==> config.mk <==
export PLATFORM = sky130hd
export DESIGN_NAME = ov_power_seq
export DESIGN_NICKNAME = d
export VERILOG_FILES = /design/src/rtl/ov_power_seq_pkg.sv /design/src/rtl/ov_phase_timer.sv /design/src/rtl/ov_power_seq.sv
export SDC_FILE = /design/constraint.sdc
export NUM_CORES = 1
export LEC_CHECK = 0
export ABC_AREA = 0
export ABC_CLOCK_PERIOD_IN_PS = 3700
export BUFFER_PORTS_ARGS = -buffer_cell sky130_fd_sc_hd__buf_2
export CAP_MARGIN = 25
export CORE_ASPECT_RATIO = 0.6
export CORE_MARGIN = 2
export CORE_UTILIZATION = 54
export CTS_CLUSTER_SIZE = 40
export DETAILED_ROUTE_END_ITERATION = 16
export PLACE_DENSITY = 0.73
export SYNTH_ARGS = -nofsm -noshare
export SYNTH_HDL_FRONTEND = slang
export SYNTH_HIERARCHICAL = 1
export SYNTH_SLANG_ARGS = --single-unit
==> constraint.sdc <==
create_clock -name clk_i -period 3.7 [get_ports clk_i]
set_clock_uncertainty 0.2 [all_clocks]
set_input_delay 0.37 -clock clk_i [delete_from_list [all_inputs] [get_ports clk_i]]
set_output_delay 0.37 -clock clk_i [all_outputs]
set_load 0.02 [all_outputs]
==> src/rtl/ov_power_seq_pkg.sv <==
// Shared types and constants for the OV sensor power-up and configuration sequencer.
package ov_power_seq_pkg;

  localparam int unsigned CNT_W   = 20;
  localparam int unsigned RETRY_W = 2;
  localparam int unsigned STATE_W = 3;

  typedef enum logic [STATE_W-1:0] {
    S_PWDN   = 3'd0,
    S_RST    = 3'd1,
    S_SETTLE = 3'd2,
    S_CFG    = 3'd3,
    S_READY  = 3'd4,
    S_FAIL   = 3'd5
  } state_e;

  typedef struct packed {
    logic pwdn;
    logic rst_n;
    logic start;
    logic ready;
    logic fail;
  } pins_t;

  // Static pin levels for a state; the start pulse is added by the FSM on entry.
  function automatic pins_t state_pins(state_e s);
    pins_t p;
    p       = '0;
    p.pwdn  = (s == S_PWDN);
    p.rst_n = !((s == S_PWDN) || (s == S_RST));
    p.ready = (s == S_READY);
    p.fail  = (s == S_FAIL);
    return p;
  endfunction

endpackage

==> src/rtl/ov_phase_timer.sv <==
// Clear-and-count phase timer with a terminal-count compare against a per-state limit.
module ov_phase_timer
  import ov_power_seq_pkg::*;
(
  input  logic             clk_i,
  input  logic             rst_n_i,
  input  logic             clr_i,
  input  logic [CNT_W-1:0] limit_i,
  output logic             tc_c
);

  logic [CNT_W-1:0] cnt_q;

  always_ff @(posedge clk_i or negedge rst_n_i) begin
    if (!rst_n_i) begin
      cnt_q <= '0;
    end else if (clr_i) begin
      cnt_q <= '0;
    end else begin
      cnt_q <= cnt_q + CNT_W'(1);
    end
  end

  assign tc_c = (cnt_q == (limit_i - CNT_W'(1)));

endmodule

==> src/rtl/ov_power_seq.sv <==
// Sensor bring-up sequencer: timed PWDN/RESETB phases, then SCCB configuration
// with timeout and bounded retry; outputs registered from the next state.
module ov_power_seq
  import ov_power_seq_pkg::*;
#(
  parameter logic [CNT_W-1:0]   T_PWDN    = 20'd100000,
  parameter logic [CNT_W-1:0]   T_RST     = 20'd50000,
  parameter logic [CNT_W-1:0]   T_SETTLE  = 20'd200000,
  parameter logic [CNT_W-1:0]   T_CFG_TO  = 20'hfffff,
  parameter logic [RETRY_W-1:0] MAX_RETRY = 2'd2
) (
  input  logic       clk_i,
  input  logic       rst_n_i,
  input  logic       restart_i,
  input  logic       cfg_done_i,
  input  logic       cfg_err_i,
  output logic       cam_pwdn_o,
  output logic       cam_rst_n_o,
  output logic       cfg_start_o,
  output logic       ready_o,
  output logic       fail_o,
  output logic [2:0] state_o,
  output logic [1:0] retry_o
);

  state_e             state_q, state_d;
  logic [RETRY_W-1:0] retry_q, retry_d;
  pins_t              pins_q, pins_d;
  logic [CNT_W-1:0]   limit_c;
  logic               enter_c;
  logic               tc_c;

  // Terminal compare value for the phase currently being timed.
  always_comb begin
    limit_c = '0;
    case (state_q)
      S_PWDN:   limit_c = T_PWDN;
      S_RST:    limit_c = T_RST;
      S_SETTLE: limit_c = T_SETTLE;
      S_CFG:    limit_c = T_CFG_TO;
      default:  limit_c = '0;
    endcase
  end

  ov_phase_timer u_timer (
    .clk_i   (clk_i),
    .rst_n_i (rst_n_i),
    .clr_i   (enter_c),
    .limit_i (limit_c),
    .tc_c    (tc_c)
  );

  // Next state; enter_c marks any state entry, including S_CFG re-entry on retry.
  always_comb begin
    state_d = state_q;
    retry_d = retry_q;
    enter_c = 1'b0;
    if (restart_i) begin
      state_d = S_PWDN;
      retry_d = '0;
      enter_c = 1'b1;
    end else begin
      case (state_q)
        S_PWDN: begin
          if (tc_c) begin
            state_d = S_RST;
            enter_c = 1'b1;
          end
        end
        S_RST: begin
          if (tc_c) begin
            state_d = S_SETTLE;
            enter_c = 1'b1;
          end
        end
        S_SETTLE: begin
          if (tc_c) begin
            state_d = S_CFG;
            enter_c = 1'b1;
          end
        end
        S_CFG: begin
          // Engine responses are not valid on the start-pulse cycle.
          if (!pins_q.start) begin
            if (cfg_done_i) begin
              state_d = S_READY;
              enter_c = 1'b1;
            end else if (cfg_err_i || tc_c) begin
              enter_c = 1'b1;
              if (retry_q < MAX_RETRY) begin
                retry_d = retry_q + RETRY_W'(1);
                state_d = S_CFG;
              end else begin
                state_d = S_FAIL;
              end
            end
          end
        end
        S_READY, S_FAIL: begin
          state_d = state_q;
        end
        default: begin
          state_d = S_PWDN;
          retry_d = '0;
          enter_c = 1'b1;
        end
      endcase
    end
  end

  always_comb begin
    pins_d       = state_pins(state_d);
    pins_d.start = (state_d == S_CFG) && enter_c;
  end

  always_ff @(posedge clk_i or negedge rst_n_i) begin
    if (!rst_n_i) begin
      state_q <= S_PWDN;
      retry_q <= '0;
      pins_q  <= state_pins(S_PWDN);
    end else begin
      state_q <= state_d;
      retry_q <= retry_d;
      pins_q  <= pins_d;
    end
  end

  assign cam_pwdn_o  = pins_q.pwdn;
  assign cam_rst_n_o = pins_q.rst_n;
  assign cfg_start_o = pins_q.start;
  assign ready_o     = pins_q.ready;
  assign fail_o      = pins_q.fail;
  assign state_o     = state_q;
  assign retry_o     = retry_q;

endmodule

==> flow_metrics.tcl <==
set metrics [dict create \
    drt_iter0_drc 197 \
    cts_tree "done" \
    gr-usage-all-layers_pct 26.65 \
    maxCapViolCount 0 \
    hold_viol 0 \
    ant_nets 0 \
    hold_path_depth 3 \
    setup_viol 17 \
    whs_endpoint "state_o[1]" \
    synth-edff-count 0 \
    wl_per_cell_um 17.87 \
    hp-class "in2reg" \
    netlist_area_sq_um 2155 \
    critPathRequiredTime_ps 3670 \
    ff2ff_path_depth 13 \
    worstHoldStart "restart_i" \
    dieArea_sq_um 4528 \
    globalplace.congestion 0.9299 \
    hpwlAfterDp_um 3878 \
    cts_buffer_depth 2 \
    max_stage_delay_ps 510 \
    arrival_ps 3710 \
    ys_types 57 \
    drv_slew 0 \
    ys_top_cells_by_area "dfrtp_1 34%, xor2_1 9.8%, xnor2_1 7.7%" \
    viasPerCell 5.932 \
    portBuffers 14 \
    ys_seq_area_share_pct 34.90 \
    drt_first_pass_iters 4 \
    p_per_area_nw_per_um2 257.8 \
    clock_latency_ps 290 \
    critPathKind "reg2reg" \
    vdd_drop_max_mv 0.2156 \
    grt_setup_unrepaired "yes" \
    ff2ff_setup_slack_ps -40 \
    num_io_pins 15 \
    num_vias 2005 \
    htreeDepth 2 \
    path_common_cell "nor4_4" \
    async_flop_share_pct 100.0 \
    numCtsBuffers 5 \
    startpoint "state_o[1]" \
    start_util_pct 57.55 \
    area_growth_syn_to_layout_pct 28.80 \
    synth_seq_cells 30 \
    maxSlewHeadroom_pct 53.57 \
    yosys.area.top_type "dfrtp_1" \
    grt_max_degree 31 \
    worstMarginPinSlew_ps 696.5 \
    regToRegEndpoint "u_timer/cnt_q[1]" \
    final_cell_area_sq_um 2775 \
    stdcell_count 338 \
    num-fill-cells 291 \
    dp_cells 322 \
    syn_nets 251 \
    die_y_um 52.93 \
    p_leak_uw 0.001186 \
    p_total_uw 715.6 \
    worst_setup_path_end_kind "flip-flop" \
    setup_slack_ps -37.93 \
    multi_input_area_sq_um 1458 \
    final_nets 297 \
    antenna_found_initial 0 \
    critPathMaxFanout 20 \
    synth-main-ff-cell "dfrtp_1" \
    synth-warning-count 6 \
    path_cells "nor2b_4, or2_4, nor4_4, nand2_4, or4_4, a211o_1, o2bb2ai_2, nor4_4, inv_1, a32oi_2, a21o_1, buf_12, nor2b_1" \
    synth_top_area_share_pct 33.68 \
    r2r_start "state_o[1]" \
    drc 0 \
    wirelength_um 6040 \
    yosysMostFrequentCell "nor2_1" \
    post-route-period-util_pct 101.0 \
    core.rowCount 17 \
    clock-sinks 30 \
    n_antenna_cell 0 \
    grt.overflow.total 0 \
    root_buffer "clkbuf_8" \
    clkSlewWorstSetupHoldPaths_ps 70 \
    crit_slowest_cell "or4_4" \
    grt_pass1_vias 1722 \
    syn_area_per_cell_sq_um 8.830 \
    ff_latch_area_sq_um 755.7 \
    place_ws_ps -45.69 \
    die_x_um 85.55 \
    clock.fmax_mhz 267.5 \
    yosys-top-cells-count "33 x nor2_1, 29 x dfrtp_1, 24 x xor2_1" \
    grt_pass1_wl_um 8901 \
    finalCriticalPeriod_ps 3738 \
    violations "negative setup slack" \
    outcome "complete, but fails checks" \
    worstSetupStartpointType "flip-flop" \
    synthCells 244 \
    core_area_sq_um 3744 \
    placed_area_sq_um 2499 \
    drive_gt1_share_pct 29.21 \
]
## metrics by stage
stage	TNS [ps]	hold WS, ps	util (%)
2_1_floorplan	-865.0	-125.6	-
3_3_place_gp	0	239.0	66.74
3_5_place_dp	-46.69	244.5	66.74
4_1_cts	0	179.9	70.96
5_1_grt	-2938	321.6	74.13
6_report	-214.9	311.0	74.13
## per-layer routing
layer	routed length (um)	part of all wire, %	track usage (%)
met2	2391	40	33.07
met4	140	2.3	12.17
met1	2978	49	41.39
met3	530	8.8	7.176
met5	0	0	0
## cell usage in the layout (no fill, tap or decap), types with 3 or more instances in the layout
| master | synthesis | final |
|---|---|---|
| a21oi_1 | 6 | 3 |
| a21oi_2 | 0 | 3 |
| a31oi_1 | 3 | 3 |
| and3_1 | 6 | 6 |
| buf_2 | 1 | 14 |
| buf_4 | 0 | 27 |
| clkbuf_8 | 0 | 6 |
| dfrtp_1 | 29 | 26 |
| dfrtp_2 | 0 | 3 |
| inv_1 | 11 | 11 |
| nand2_1 | 9 | 9 |
| nand2b_1 | 4 | 4 |
| nand3_1 | 11 | 10 |
| nand4_1 | 8 | 8 |
| nor2_1 | 33 | 33 |
| nor2b_4 | 0 | 3 |
| nor3_1 | 9 | 8 |
| nor4_2 | 2 | 3 |
| nor4_4 | 1 | 3 |
| o21ai_0 | 5 | 5 |
| or3_1 | 3 | 3 |
| xnor2_1 | 19 | 19 |
| xor2_1 | 24 | 24 |
## cell type report
type | instances | area share [%]
Clock inverter | 1 | 1.082
Inverter | 11 | 1.488
Sequential cell | 30 | 27.23
Tap cell | 47 | 2.119
Multi-Input combinational cell | 196 | 52.52
Timing Repair Buffer | 46 | 12.44
Clock buffer | 7 | 3.111
## what timing repair did
action | CTS | global route
pin swaps | 3 | 11
hold endpoints to repair | 29 | 0
endpoints found under the setup margin | 5 | 30
buffers inserted | 1 | 5
resized for setup | 3 | 16
hold buffers | 1 | 0
cloned | 1 | 0
## registers in the layout, indices dropped and copies added, names as in the netlist
signal,count
cam_pwdn_o,1
cam_rst_n_o,1
cfg_start_o,1
fail_o,1
ready_o,1
retry_o,2
state_o,3
u_timer/cnt_q,20
## worst max-delay path: cells and delay by family (launching register included)
kind	cells	cell delay, ps
flops	1	460
simple gates	7	1830
buf+inv	2	250
compound gates	4	860
## kinds of logic after synthesis
logic type	Yosys count	synth area share, %
simple gates	114	29.91
xor+xnor	43	17.48
compound gates	33	11.38
flops	30	34.90
buf+inv	19	3.716
fa+ha+maj	3	1.626
mux	2	0.9872
## where the power goes
part | internal, uW | switching (uW) | leakage [uW]
combinational | 10.6 | 19.9 | 0.000719
sequential | 331 | 4.35 | 0.000408
clock | 219 | 131 | 0.0000585
## how the worst max path moves through the flow
| stage | end | slack (ps) |
|---|---|---|
| final | u_timer/cnt_q[1] | -40 |
| after global routing | retry_o[0] | -160 |
| after CTS | cfg_start_o | 2 |
| after detailed placement | cfg_start_o | -50 |
| after global placement | cfg_start_o | 130 |
| after floorplan | u_timer/cnt_q[1] | -40 |
Power figures use the tool's default switching activity.
